`config.mk`:
```
export PLATFORM = sky130hd
export DESIGN_NAME = word_stream_arbiter
export DESIGN_NICKNAME = d
export VERILOG_FILES = /design/src/rtl/word_stream_arbiter.sv
export SDC_FILE = /design/constraint.sdc
export NUM_CORES = 1
export LEC_CHECK = 0
export CORE_UTILIZATION = 53
export CTS_CLUSTER_DIAMETER = 60
export DETAILED_ROUTE_END_ITERATION = 6
export GPL_ROUTABILITY_DRIVEN = 0
export PLACE_DENSITY = 0.87
export REMOVE_ABC_BUFFERS = 1
export SYNTH_ARGS = -nofsm -noshare
export SYNTH_HDL_FRONTEND = slang
export SYNTH_SLANG_ARGS = --single-unit
```
`constraint.sdc`:
```
create_clock -name clk -period 4.4 [get_ports clk]
set_clock_uncertainty 0.15 [all_clocks]
set_input_delay 0.66 -clock clk [delete_from_list [all_inputs] [get_ports clk]]
set_output_delay 0.66 -clock clk [all_outputs]
set_load 0.1 [all_outputs]
```
`src/rtl/word_stream_arbiter.sv`:
```
// -----------------------------------------------------------------------------
// word_stream_arbiter
//   Shares one character port between two sources (A and B). A source holds
//   the grant for a whole word, so words never interleave. Re-arbitration
//   happens only after a space (8'h20). If a word reaches MAX_WORD non-space
//   characters, a space is forced onto the stream and flagged with overflow.
//
// Ports
//   clk        system clock, all logic on posedge
//   reset      synchronous active-low reset
//   a_valid    source A offers a_char
//   a_char     source A character
//   a_ready    source A character accepted this cycle when a_valid & a_ready
//   b_valid    source B offers b_char
//   b_char     source B character
//   b_ready    source B character accepted this cycle when b_valid & b_ready
//   out_valid  one-cycle pulse: out_char is a new character
//   out_char   character forwarded downstream
//   out_src    owner of out_char (0 = A, 1 = B)
//   overflow   one-cycle pulse coinciding with a forced space
//   word_cnt   completed words, saturating at all-ones
// -----------------------------------------------------------------------------
module word_stream_arbiter #(
    parameter int MAX_WORD = 16,
    parameter int CNT_W    = 16
) (
    input  logic             clk,
    input  logic             reset,
    input  logic             a_valid,
    input  logic [7:0]       a_char,
    output logic             a_ready,
    input  logic             b_valid,
    input  logic [7:0]       b_char,
    output logic             b_ready,
    output logic             out_valid,
    output logic [7:0]       out_char,
    output logic             out_src,
    output logic             overflow,
    output logic [CNT_W-1:0] word_cnt
);

    localparam int LEN_W = $clog2(MAX_WORD + 1);
    localparam logic [7:0] SPACE = 8'h20;

    typedef enum logic [1:0] {
        IDLE  = 2'd0,
        GNT_A = 2'd1,
        GNT_B = 2'd2,
        FLUSH = 2'd3
    } state_t;

    state_t             state_r, state_s;
    logic               owner_r, owner_s;
    logic               last_r, last_s;
    logic [LEN_W-1:0]   len_r, len_s;
    logic               out_valid_r, out_valid_s;
    logic [7:0]         out_char_r, out_char_s;
    logic               out_src_r, out_src_s;
    logic               overflow_r, overflow_s;
    logic [CNT_W-1:0]   cnt_r, cnt_s;
    logic               word_done_s;
    logic               xfer_s;
    logic [7:0]         xchar_s;

    // Ready is a pure decode of the registered state.
    assign a_ready   = (state_r == GNT_A);
    assign b_ready   = (state_r == GNT_B);

    assign out_valid = out_valid_r;
    assign out_char  = out_char_r;
    assign out_src   = out_src_r;
    assign overflow  = overflow_r;
    assign word_cnt  = cnt_r;

    // Handshake of the granted source and its character.
    always_comb begin
        xfer_s  = 1'b0;
        xchar_s = 8'h00;
        if (state_r == GNT_A) begin
            xfer_s  = a_valid;
            xchar_s = a_char;
        end else if (state_r == GNT_B) begin
            xfer_s  = b_valid;
            xchar_s = b_char;
        end else begin
            xfer_s  = 1'b0;
            xchar_s = 8'h00;
        end
    end

    // Next-state, grant bookkeeping and next output values.
    always_comb begin
        state_s     = state_r;
        owner_s     = owner_r;
        last_s      = last_r;
        len_s       = len_r;
        out_valid_s = 1'b0;
        out_char_s  = out_char_r;
        out_src_s   = out_src_r;
        overflow_s  = 1'b0;
        word_done_s = 1'b0;
        case (state_r)
            IDLE: begin
                // With both requesting, the source that did not own the last word wins.
                if (a_valid && b_valid) begin
                    owner_s = ~last_r;
                    state_s = last_r ? GNT_A : GNT_B;
                end else if (a_valid) begin
                    owner_s = 1'b0;
                    state_s = GNT_A;
                end else if (b_valid) begin
                    owner_s = 1'b1;
                    state_s = GNT_B;
                end else begin
                    state_s = IDLE;
                end
            end
            GNT_A, GNT_B: begin
                if (xfer_s) begin
                    out_valid_s = 1'b1;
                    out_char_s  = xchar_s;
                    out_src_s   = owner_r;
                    if (xchar_s == SPACE) begin
                        word_done_s = 1'b1;
                        last_s      = owner_r;
                        len_s       = LEN_W'(0);
                        state_s     = IDLE;
                    end else if (len_r == LEN_W'(MAX_WORD - 1)) begin
                        len_s   = len_r + LEN_W'(1);
                        state_s = FLUSH;
                    end else begin
                        len_s = len_r + LEN_W'(1);
                    end
                end else begin
                    state_s = state_r;
                end
            end
            FLUSH: begin
                // Forced space closes the over-long word; remaining chars start a new word.
                out_valid_s = 1'b1;
                out_char_s  = SPACE;
                out_src_s   = owner_r;
                overflow_s  = 1'b1;
                word_done_s = 1'b1;
                last_s      = owner_r;
                len_s       = LEN_W'(0);
                state_s     = IDLE;
            end
            default: begin
                state_s = IDLE;
            end
        endcase
    end

    // Saturating word counter.
    always_comb begin
        cnt_s = cnt_r;
        if (word_done_s && (cnt_r != {CNT_W{1'b1}})) begin
            cnt_s = cnt_r + CNT_W'(1);
        end else begin
            cnt_s = cnt_r;
        end
    end

    // State and output registers with synchronous active-low reset.
    always_ff @(posedge clk) begin
        if (!reset) begin
            state_r     <= IDLE;
            owner_r     <= 1'b0;
            last_r      <= 1'b1;
            len_r       <= LEN_W'(0);
            out_valid_r <= 1'b0;
            out_char_r  <= 8'h00;
            out_src_r   <= 1'b0;
            overflow_r  <= 1'b0;
            cnt_r       <= {CNT_W{1'b0}};
        end else begin
            state_r     <= state_s;
            owner_r     <= owner_s;
            last_r      <= last_s;
            len_r       <= len_s;
            out_valid_r <= out_valid_s;
            out_char_r  <= out_char_s;
            out_src_r   <= out_src_s;
            overflow_r  <= overflow_s;
            cnt_r       <= cnt_s;
        end
    end

endmodule

```
Word-level counts from Yosys, hierarchy flattened:

Cells that the tools add are included.

* output and inout bits: 29
* bits of input ports: 20
* flip-flop bits (word level): 36

* muxes and demuxes: 31
* bitwise operators: 1
* equal/unequal tests: 9
* $add $sub $neg: 2
* reductions and logical operators: 10

Operator list (number)
* two-way mux 8 bit: 3
* adder 16 x 1 -> 16 bit (second input constant): 1
* inequality test 16 bit (second input constant): 1
* one-hot mux 8 bit (2 select lines): 1
* two-way mux 2 bit: 7
* two-way mux 1 bit: 12
* two-way mux 5 bit: 2
* one-hot mux 5 bit (2 select lines): 1
* equality test 8 x 6 -> 1 bit (second input constant): 1
* one-hot mux 1 bit (2 select lines): 4
* one-hot mux 2 bit (3 select lines): 1
* AND reduction 2 bit: 3
* adder 5 x 1 -> 5 bit (second input constant): 1
* equality test 5 x 4 -> 1 bit (second input constant): 1
* equality test 2 bit (second input constant): 2
* inequality test 2 bit (second input constant): 2
* inequality test 3 bit (second input constant): 1
* AND reduction 3 bit: 1
* nonzero test 3 bit: 1
* equality test 2 x 1 -> 1 bit (second input constant): 1
* logical AND 1 bit: 2
* zero test 2 bit: 1
* nonzero test 2 bit: 1
* OR reduction 2 bit: 1
* NOT 1 bit: 1

Depth between registers and ports, before layout:

* word-level depth: 8
* mapped depth: 10
* depth with buffers taken out: 7

Least setup slack after synthesis:

Ideal clock, no wire load.

* kind: flip-flop to flip-flop
* start point: reg state_r[0]
* end point: reg cnt_r[4] (netlist: word_cnt[4])
* period minus slack after synthesis: 2913 ps
* required time: 4179 ps
* setup time: 71 ps
* setup slack: 1487 ps
* stages on the path, launching flop included: 10
* data arrival time: 2693 ps
* cells stage by stage: dfxtp_1 > inv_1 > ha_1 > buf_4 > nand3b_1 > a211oi_4 > o21ai_2 > buf_6 > or4_1 > a21oi_1

* longest elaborated chain between the ends: 8
* elaborated cells on any way between the ends: 13
* classes of those cells: eq/ne (4); mux (7); reduce/logical (2)

RTL lines
* start: declaration: line 52 `state_t state_r, state_s;`
* start signal: assignment: line 178 `state_r <= state_s;`
* equality test 2 bit (*)
* net b_ready: line 34 `output logic b_ready,`
* two-way mux 8 bit: line 82 `end else if (state_r == GNT_B) begin`
* two-way mux 8 bit: line 79 `if (state_r == GNT_A) begin`
* equality test 8 x 6 -> 1 bit: line 123 `if (xchar_s == SPACE) begin`
* two-way mux 1 bit: line 123
* two-way mux 1 bit: line 119 `if (xfer_s) begin`
* one-hot mux 1 bit (2 select lines) (*): line 102 `case (state_r)`
* logical AND 1 bit (*): line 158 `if (word_done_s && (cnt_r != {CNT_W{1'b1}})) begin`
* end signal: assignment: line 176 `cnt_r <= {CNT_W{1'b0}};`
* end signal: assignment: line 186 `cnt_r <= cnt_s;`
* end: declaration: line 60 `logic [CNT_W-1:0] cnt_r, cnt_s;`

The timed path passes the listed nets; every way through them passes the cells marked *.
A chain may end at the register's enable or synchronous reset.

Worst setup path after layout:

* start point: reg state_r[1]
* end point: out a_ready

* longest elaborated chain between the ends: 1

RTL lines
* equality test 2 x 1 -> 1 bit: line 66 `assign a_ready = (state_r == GNT_A);`
* end: declaration: line 31 `output logic a_ready,`

No other way between the ends.

==> flow_summary.ini <==
[yosys]
yosysWarningCount = 0
synth_largest_area_cell = dfxtp_1
netlist-cell-type-count = 41
synth_area_leaders = dfxtp_1 36%, nand2_1 7.1%, a21oi_1 5.0%, ha_1 4.4%, mux2i_1 4.0%
synth.top_cell.area_share_pct = 36.0
syn_area_um2 = 2000
synth_edf_count = 0
ys_async_sr_fraction_pct = 0
synth_commonest_cells = 38 x nand2_1, 36 x dfxtp_1, 20 x a21oi_1
synth_seq_cells = 36
netlist_instances = 248
synth_area_per_cell_um2 = 8.08
synth.most_common_cell = nand2_1
synth_top_flop_cell = dfxtp_1
ys_seq_area_share_pct = 36.0

[sta]
slew_violations = 0
slew_headroom_pct = 33.9
postLayoutSetupSlackWorst_ns = 0.962
fin_tns_setup_ns = 0
rsz0062_at_grt = no
setup_viol = 0
period_needed_ns = 3.44
worst_pin_slew_ns = 0.988
fmax_ghz = 0.291
final.period_utilization_pct = 78.1
hold_violations = 0

[placed_design]
port_buffers = 48
place_area_um2 = 2480
hpwl_um = 3240
pre_cts_slack_ns = 1.27
dp_cells = 330

[floorplan]
initial_core_util_pct = 57.8
core_region_area_um2 = 3470
die_h_um = 63.5
pin_count = 49
dieWidth_um = 63.5
dieArea_um2 = 4030
rows = 21

[hold_path]
holdPathEnd = len_r[4]$_SDFFE_PN0P_
holdPathStages = 2
hp-start = len_r[4]$_SDFFE_PN0P_
min-delay-path-class = flop to flop

[power]
p_clk_share_pct = 23.2
p_int_uw = 610
power_frac_seq_pct = 34.5
ir_drop_v = 0.000472
comb_power_share_pct = 42.4
power.density_nw_per_um2 = 409
power_leakage_nw = 0.862
swShare_pct = 42.0
power.switching_uw = 443

[clocking]
h-tree-depth = 2
clock-sinks = 36
hold_buffers = 0
cts_buffers = 5
clk_pin_slew_ns = 0.07
cts-root-buf = clkbuf_8
cts_setup_buffers = 0
cts_resized = 0
cts_tree = yes
clk-insertion-delay-late_ns = 0.29
cts_buffer_depth = 2

[layout]
postLayoutCellArea_um2 = 2570
area_growth_syn_to_layout_pct = 28.5
final_nets = 318
nFillCells = 282
stdcell_count = 338
antennaDiodeCount = 0
drive_above_1_share_pct = 6.16

[critical_path]
cp_slowest_cell = clkdlybuf4s50_1
start_kind = flop
path_cells = inv_1, ha_1, clkdlybuf4s50_1
critPathRequiredTime_ns = 3.59
max_stage_delay_ns = 1.27
path_class = flop to output port
r2r-start = state_r[1]$_SDFFE_PN0P_
path_buf_inv = 2
cp_max_fo = 23
crit_path_end_kind = output port
cp_top_family = buffers and inverters
r2r-end = word_cnt[13]$_SDFFE_PN0P_
crit_arrival_ns = 2.63
reg2reg_depth = 8
rrSetupSlack_ns = 1.63

[routing]
viasPerCell = 5.82
drt-total-wl_um = 4630
dr.pass1.iters = 4
drc = 0
drtAntennaViolNets = 0
vias = 1967
initialDrtViolationCount = 170
avgRoutedWirePerCell_um = 13.7

[grt]
overflow = 0
track_usage_pct = 25.0
grt_max_degree = 31
grt_pass1_vias = 1810
antenna_found_initial = 0
grt_pass1_wl_um = 8090

[job]
cap_viol_max_count = 0

[outcome]
status = completed
layout by cell type, fill, tap and decap left out, types with 8 or more instances in the layout:
| master | n |
|---|---|
| a22oi_1 | 8 |
| mux2i_1 | 8 |
| clkdlybuf4s50_1 | 48 |
| dfxtp_1 | 36 |
| or4_1 | 8 |
| nor2_1 | 12 |
| o31ai_1 | 8 |
| a21oi_1 | 20 |
| o21ai_0 | 11 |
| nand3_1 | 10 |
| nand2_1 | 38 |
| nor4_1 | 8 |
power by group through the flow:
| stage | sequential [mW] | clock (mW) | combinational, mW |
|---|---|---|---|
| floorplan | 0.421 | 0 | 0.282 |
| global placement | 0.369 | 0 | 0.439 |
| detailed placement | 0.370 | 0 | 0.444 |
| CTS | 0.363 | 0.248 | 0.446 |
| global route | 0.366 | 0.264 | 0.487 |
| finish | 0.363 | 0.244 | 0.447 |
cell type report:
| cell class | count | area (µm²) | share of cell area, % |
|---|---|---|---|
| Clock buffer | 7 | 86.3 | 3.35 |
| Clock inverter | 1 | 7.51 | 0.292 |
| Inverter | 8 | 30.0 | 1.17 |
| Multi-Input combinational cell | 188 | 1160 | 45.1 |
| Sequential cell | 36 | 721 | 28.0 |
| Tap cell | 46 | 57.6 | 2.24 |
| Timing Repair Buffer | 52 | 510 | 19.8 |
tightest hold or removal path: cells and delay by family, from the launching register on:
kind             cells  cell delay, ns
AO/OA/AOI/OAI        1            0.05
flip-flops           1            0.31
AND/OR/NAND/NOR      1            0.05
cell families after synthesis:
logic type	Yosys count	share of synthesized area [%]
flip-flops	36	36.0
AND/OR/NAND/NOR	111	28.9
adder cells (fa/ha/maj)	7	4.37
multiplexers	8	4.00
buffers and inverters	24	6.06
AO/OA/AOI/OAI	62	20.7
state kept, by name, indices dropped and copies added, names as in the netlist:
name,flops
word_cnt,16
out_char,8
len_r,5
state_r,2
last_r,1
out_src,1
out_valid,1
overflow,1
owner_r,1
worst max path at each step:
stage,start,endpoint,slack [ns],cells after the start
2_1_floorplan,state_r[1]$_SDFFE_PN0P_,word_cnt[12]$_SDFFE_PN0P_,1.17,7
3_3_place_gp,state_r[1]$_SDFFE_PN0P_,a_ready,1.33,3
3_5_place_dp,state_r[1]$_SDFFE_PN0P_,a_ready,1.27,3
4_1_cts,state_r[1]$_SDFFE_PN0P_,a_ready,0.96,3
5_1_grt,state_r[1]$_SDFFE_PN0P_,a_ready,0.85,3
6_report,state_r[1]$_SDFFE_PN0P_,a_ready,0.96,3
metrics by stage:
step | utilization (%) | hold slack, ns | power (mW)
2_1_floorplan | - | 0.282 | 0.703
3_3_place_gp | 71.5 | 0.288 | 0.808
3_5_place_dp | 71.5 | 0.297 | 0.813
4_1_cts | 74.2 | 0.305 | 1.06
5_1_grt | 74.2 | 0.331 | 1.12
6_report | 74.2 | 0.306 | 1.05
metal layers:
layer	wire length (µm)	share of wire [%]	up-vias	GRT usage, %
li1	-	-	985	-
met1	2060	44	910	30.5
met2	2240	48	68	43.1
met3	305	6.6	4	6.16
met4	21	0.45	0	7.10
met5	0	0	-	0
(Power assumes the default switching activity.)
